--- config.mk ---
export PLATFORM = sky130hd
export DESIGN_NAME = stream_burst_source
export DESIGN_NICKNAME = d
export VERILOG_FILES = /design/src/rtl/stream_burst_source.sv
export SDC_FILE = /design/constraint.sdc
export NUM_CORES = 1
export LEC_CHECK = 0
export BUFFER_PORTS_ARGS = -buffer_cell sky130_fd_sc_hd__clkbuf_2
export CAP_MARGIN = 10
export CORE_AREA = 2 2 115 200
export DETAILED_ROUTE_END_ITERATION = 6
export DIE_AREA = 0 0 117 202
export GPL_ROUTABILITY_DRIVEN = 0
export PLACE_DENSITY = 0.65
export SYNTH_ARGS = -nofsm -noshare
export SYNTH_HDL_FRONTEND = slang
export SYNTH_SLANG_ARGS = --single-unit
--- constraint.sdc ---
create_clock -name clk -period 4.5 [get_ports clk]
set_input_delay 0.9 -clock clk [delete_from_list [all_inputs] [get_ports clk]]
set_output_delay 0.9 -clock clk [all_outputs]
set_load 0.05 [all_outputs]
--- src/rtl/stream_burst_source.sv ---
// rtl/stream_burst_source.sv - valid/ready burst traffic source with programmable length, seed, step and gap
module stream_burst_source #(
  parameter int DATA_WIDTH = 32,
  parameter int LEN_WIDTH  = 16,
  parameter int GAP_WIDTH  = 8
) (
  input  logic                  clk,
  input  logic                  rst,
  input  logic                  start,
  input  logic [LEN_WIDTH-1:0]  cfg_len,
  input  logic [DATA_WIDTH-1:0] cfg_seed,
  input  logic [DATA_WIDTH-1:0] cfg_step,
  input  logic [GAP_WIDTH-1:0]  cfg_gap,
  output logic [DATA_WIDTH-1:0] out_data,
  output logic                  out_valid,
  input  logic                  out_ready,
  output logic                  out_last,
  output logic                  busy,
  output logic                  done,
  output logic [LEN_WIDTH-1:0]  word_count
);

  typedef enum logic [1:0] {S_IDLE, S_SEND, S_GAP, S_DONE} state_t;

  state_t                r_state, w_state;
  logic [LEN_WIDTH-1:0]  r_len, w_len;
  logic [DATA_WIDTH-1:0] r_step, w_step;
  logic [GAP_WIDTH-1:0]  r_gap, w_gap;
  logic [GAP_WIDTH-1:0]  r_gap_cnt, w_gap_cnt;
  logic [DATA_WIDTH-1:0] r_data, w_data;
  logic [LEN_WIDTH-1:0]  r_count, w_count;
  logic                  r_valid, w_valid;
  logic                  r_last, w_last;
  logic                  r_busy, w_busy;
  logic                  r_done, w_done;
  logic                  w_hs;
  logic [LEN_WIDTH-1:0]  w_count_inc;
  logic [LEN_WIDTH-1:0]  w_last_idx;

  assign w_hs        = r_valid & out_ready;
  assign w_count_inc = r_count + LEN_WIDTH'(1);
  assign w_last_idx  = r_len - LEN_WIDTH'(1);

  always_comb begin
    w_state   = r_state;
    w_len     = r_len;
    w_step    = r_step;
    w_gap     = r_gap;
    w_gap_cnt = r_gap_cnt;
    w_data    = r_data;
    w_count   = r_count;
    w_valid   = r_valid;
    w_last    = r_last;
    w_done    = 1'b0;
    case (r_state)
      S_IDLE: begin
        if (start) begin
          w_len   = cfg_len;
          w_step  = cfg_step;
          w_gap   = cfg_gap;
          w_data  = cfg_seed;
          w_count = '0;
          if (cfg_len != '0) begin
            w_state = S_SEND;
            w_valid = 1'b1;
            w_last  = (cfg_len == LEN_WIDTH'(1));
          end else begin
            w_state = S_DONE;
            w_valid = 1'b0;
            w_last  = 1'b0;
            w_done  = 1'b1;
          end
        end
      end
      S_SEND: begin
        // data/last only move on a handshake, so a stalled word stays stable
        if (w_hs) begin
          w_count = w_count_inc;
          w_data  = r_data + r_step;
          if (r_last) begin
            w_state = S_DONE;
            w_valid = 1'b0;
            w_last  = 1'b0;
            w_done  = 1'b1;
          end else if (r_gap != '0) begin
            w_state   = S_GAP;
            w_valid   = 1'b0;
            w_last    = 1'b0;
            w_gap_cnt = r_gap;
          end else begin
            w_last = (w_count_inc == w_last_idx);
          end
        end
      end
      S_GAP: begin
        if (r_gap_cnt <= GAP_WIDTH'(1)) begin
          w_state = S_SEND;
          w_valid = 1'b1;
          w_last  = (r_count == w_last_idx);
        end else begin
          w_gap_cnt = r_gap_cnt - GAP_WIDTH'(1);
        end
      end
      S_DONE: begin
        w_state = S_IDLE;
      end
      default: begin
        w_state = S_IDLE;
        w_valid = 1'b0;
        w_last  = 1'b0;
      end
    endcase
    w_busy = (w_state != S_IDLE);
  end

  always_ff @(posedge clk or posedge rst) begin
    if (rst) begin
      r_state   <= S_IDLE;
      r_len     <= '0;
      r_step    <= '0;
      r_gap     <= '0;
      r_gap_cnt <= '0;
      r_data    <= '0;
      r_count   <= '0;
      r_valid   <= 1'b0;
      r_last    <= 1'b0;
      r_busy    <= 1'b0;
      r_done    <= 1'b0;
    end else begin
      r_state   <= w_state;
      r_len     <= w_len;
      r_step    <= w_step;
      r_gap     <= w_gap;
      r_gap_cnt <= w_gap_cnt;
      r_data    <= w_data;
      r_count   <= w_count;
      r_valid   <= w_valid;
      r_last    <= w_last;
      r_busy    <= w_busy;
      r_done    <= w_done;
    end
  end

  assign out_data   = r_data;
  assign out_valid  = r_valid;
  assign out_last   = r_last;
  assign busy       = r_busy;
  assign done       = r_done;
  assign word_count = r_count;

endmodule

==> metrics.csv <==
metric,value,unit
result of the run,"finished, final reports clean",
global-route wire length before repair,35.2,mm
Placement Rows,72,
Post-Syn Instances,805,
via count of the first global-routing pass,6947,
master of the slowest instance on the critical path,or4_1,
post-CTS setup buffer count,0,
post-cts sizing count,0,
number of vias per cell,5.32,
Reg power frac,0.236,
Critical Path Max Stage Delay,0.54,ns
overall power after layout,8.51,mW
number of buffers inserted by hold repair at cts,0,
WP buf/inv,0,
kind of cell adding the most delay to the critical path,compound AO/OA/AOI/OAI gates,
count of flip-flops with a built-in enable after synthesis,0,
Clock H-tree levels,4,
Initial Utilization,0.343,
r2r worst-path depth,10,
power dissipated by switching net loads,3.90,mW
GR Overflow Total,0,
syn_area_per_cell,9.40,um2
Root Driver,clkbuf_16,
Worst Max-Slew Pin Slew,1.03,ns
clock network latency to the later pin of the worst-skew pair,0.44,ns
post-synthesis cell type count,65,
launch point of the worst path,out_data[6],
"area leader, netlist",dfrtp_1,
total number of cells along the worst setup path,10,
final hold slack,0.507,ns
power per cell area,915,mW/mm2
"buffers from clock root to sink, at most",2,
most frequent cells after synthesis,"dfrtp_1 (118), a21oi_1 (83), nand2_1 (64), mux2_2 (57), o21ai_0 (57)",
Synth-to-Final Area Change,23.0,%
relative contribution of combinational cells to total power,0.580,
most used flip-flop cell after synthesis,dfrtp_1,
"flops & latches, synth",118,
worst hold path type,reg -> reg,
hold violation count in the final report,0,
DRT iter0 DRCs,301,
final setup violating endpoints,0,
area of the mapped netlist,0.00756,mm2
final std cells w/o fill,1249,
n_diodes,0,
origin of the critical flop-to-flop path,out_data[6],
total CTS buffers,17,
maximum number of pins on one net before global-route repair,66,
share of cells above drive strength 1,0.270,
number of filler cells placed in the layout,2166,
Worst VDD drop,0.000449,V
Final Routed Wirelength,22.2,mm
total negative setup slack,0,ns
Max Clock Freq,297,MHz
pins over their slew limit,0,
Routed Antenna Nets,0,
CTS tree,built,
static power due to leakage,4.24,nW
Vias,6648,
end-of-flow core utilization,0.421,
"Arr. time, crit path",3.63,ns
setup repair after global routing missed its margin,no,
WL per Instance,17.8,um
Clock power frac,0.185,
Num Clock Sinks,118,
hpwl dp,16.7,mm
data required time of the critical path,4.76,ns
Reg-to-Reg End,out_data[31],
Critical Path End,out_data[31],
Buffers on Ports,143,
Placeable Area,0.0221,mm2
Worst setup EP type,flip-flop,
"Async S/R FF share, synth",1.00,
critical path launch point type,flip-flop,
Ys Warns,0,
top area cells in the synthesized netlist,"dfrtp_1 (39%), mux2_2 (8.5%), ha_1 (6.5%)",
area of the die,0.0236,mm2
sequential fraction of the synthesis area,0.390,
remaining max-slew budget at the tightest pin,0.315,
series of cell instances along the critical path,"ha_1, a21oi_1, o221ai_1, a2111oi_0, a211oi_1, or4_1, and3_1, a311oi_1, mux2i_1, a22oi_1",
shortest period the worst path allows,3.37,ns
Die Wd,117,um
register-to-register setup slack,1.13,ns
number of ports placed on the die boundary,144,
worst-path fanout max,6,
leading cell type by number of instances after synthesis,dfrtp_1,
number of antenna violations at the first check in global routing,0,
number of remaining DRC errors,0,
net total in the final layout,1072,
Tot GR Track Use,0.195,
cell internal pwr,4.61,mW
Maximum Capacitance Violations,0,
syn nets,937,
switching fraction of total power,0.459,
Cells after DPL,1217,
Yosys top cell area share,0.390,
clock transition at the register clock pins on the worst setup and hold paths after CTS,0.05,ns
Setup Crit Path Kind,reg -> reg,
Clock Skew,0.0141,ns
vertical die dimension,202,um
period utilization,0.748,
Pre-Repair DR Iteration Count,4,
## layout by cell type (no fill, tap or decap), types with 17 or more instances in the layout
master,count
mux2_2,57
xor2_1,22
dfrtp_1,118
nor3_1,17
clkbuf_2,143
clkbuf_16,17
ha_1,39
o21ai_0,57
nor2_1,41
nand2_1,63
nand3_1,20
a21oi_1,82
a21o_1,21
inv_1,21
xnor2_1,43
## metal layers
layer | GRT usage | part of all wire
met5 | 0 | 0
met4 | 0.102 | 0.036
met3 | 0.0465 | 0.043
met2 | 0.359 | 0.55
met1 | 0.196 | 0.37
## state kept, by name (all words and copies together), names as in the netlist
| signal | flops |
|---|---|
| done | 1 |
| word_count | 16 |
| out_data | 32 |
| r_step | 32 |
| r_len | 16 |
| r_state | 2 |
| r_gap | 8 |
| busy | 1 |
| out_valid | 1 |
| out_last | 1 |
| r_gap_cnt | 8 |
## stage by stage
stage	setup WS [ns]	instance area, um2
final	1.13	9300
after global placement	1.22	8630
after global routing	0.973	9300
after detailed placement	1.16	8630
after floorplan	0.471	7560
after CTS	1.13	9300
## layout make-up
class | count | area (um2) | share of cell area
multi-input combinational | 630 | 4420 | 0.475
clock inverter | 9 | 195 | 0.0210
tap | 296 | 370 | 0.0398
inverter | 22 | 85.1 | 0.00915
timing repair buffer | 151 | 801 | 0.0861
sequential | 118 | 2950 | 0.317
clock buffer | 23 | 478 | 0.0514
## how the worst min path moves through the flow
stage,from,to,depth (start not counted)
2_1_floorplan,r_step[0],r_step[0],1
3_3_place_gp,out_data[8],out_data[8],1
3_5_place_dp,r_step[0],r_step[0],1
4_1_cts,r_step[0],r_step[0],1
5_1_grt,r_step[7],r_step[7],1
6_report,r_step[0],r_step[0],1
## power groups by stage
| stage | sequential (mW) | clock [mW] | combinational [mW] |
|---|---|---|---|
| final | 2.01 | 1.57 | 4.93 |
| after global routing | 2.06 | 1.65 | 5.46 |
| after CTS | 2.00 | 1.61 | 4.94 |
| after detailed placement | 2.02 | 0 | 4.91 |
| after global placement | 1.99 | 0 | 4.87 |
| after floorplan | 2.42 | 0 | 3.32 |
## kinds of logic after synthesis
group	Yosys count	synth area share
adder cells (fa/ha/maj)	40	0.0672
multiplexers	62	0.0915
XOR/XNOR	67	0.0796
flip-flops	118	0.390
buffers and inverters	57	0.0285
AO/OA/AOI/OAI	240	0.195
AND/OR/NAND/NOR	221	0.148
## worst reg2reg max path, delay by kind of cell (launching register included)
kind / cells / cell delay [ns]
DFF: 1 / 0.39
adders and majority gates: 1 / 0.39
AOI/OAI and AO/OA: 6 / 1.45
muxes: 1 / 0.22
and+or+nand+nor: 2 / 0.73
Power figures use the tool's default switching activity.
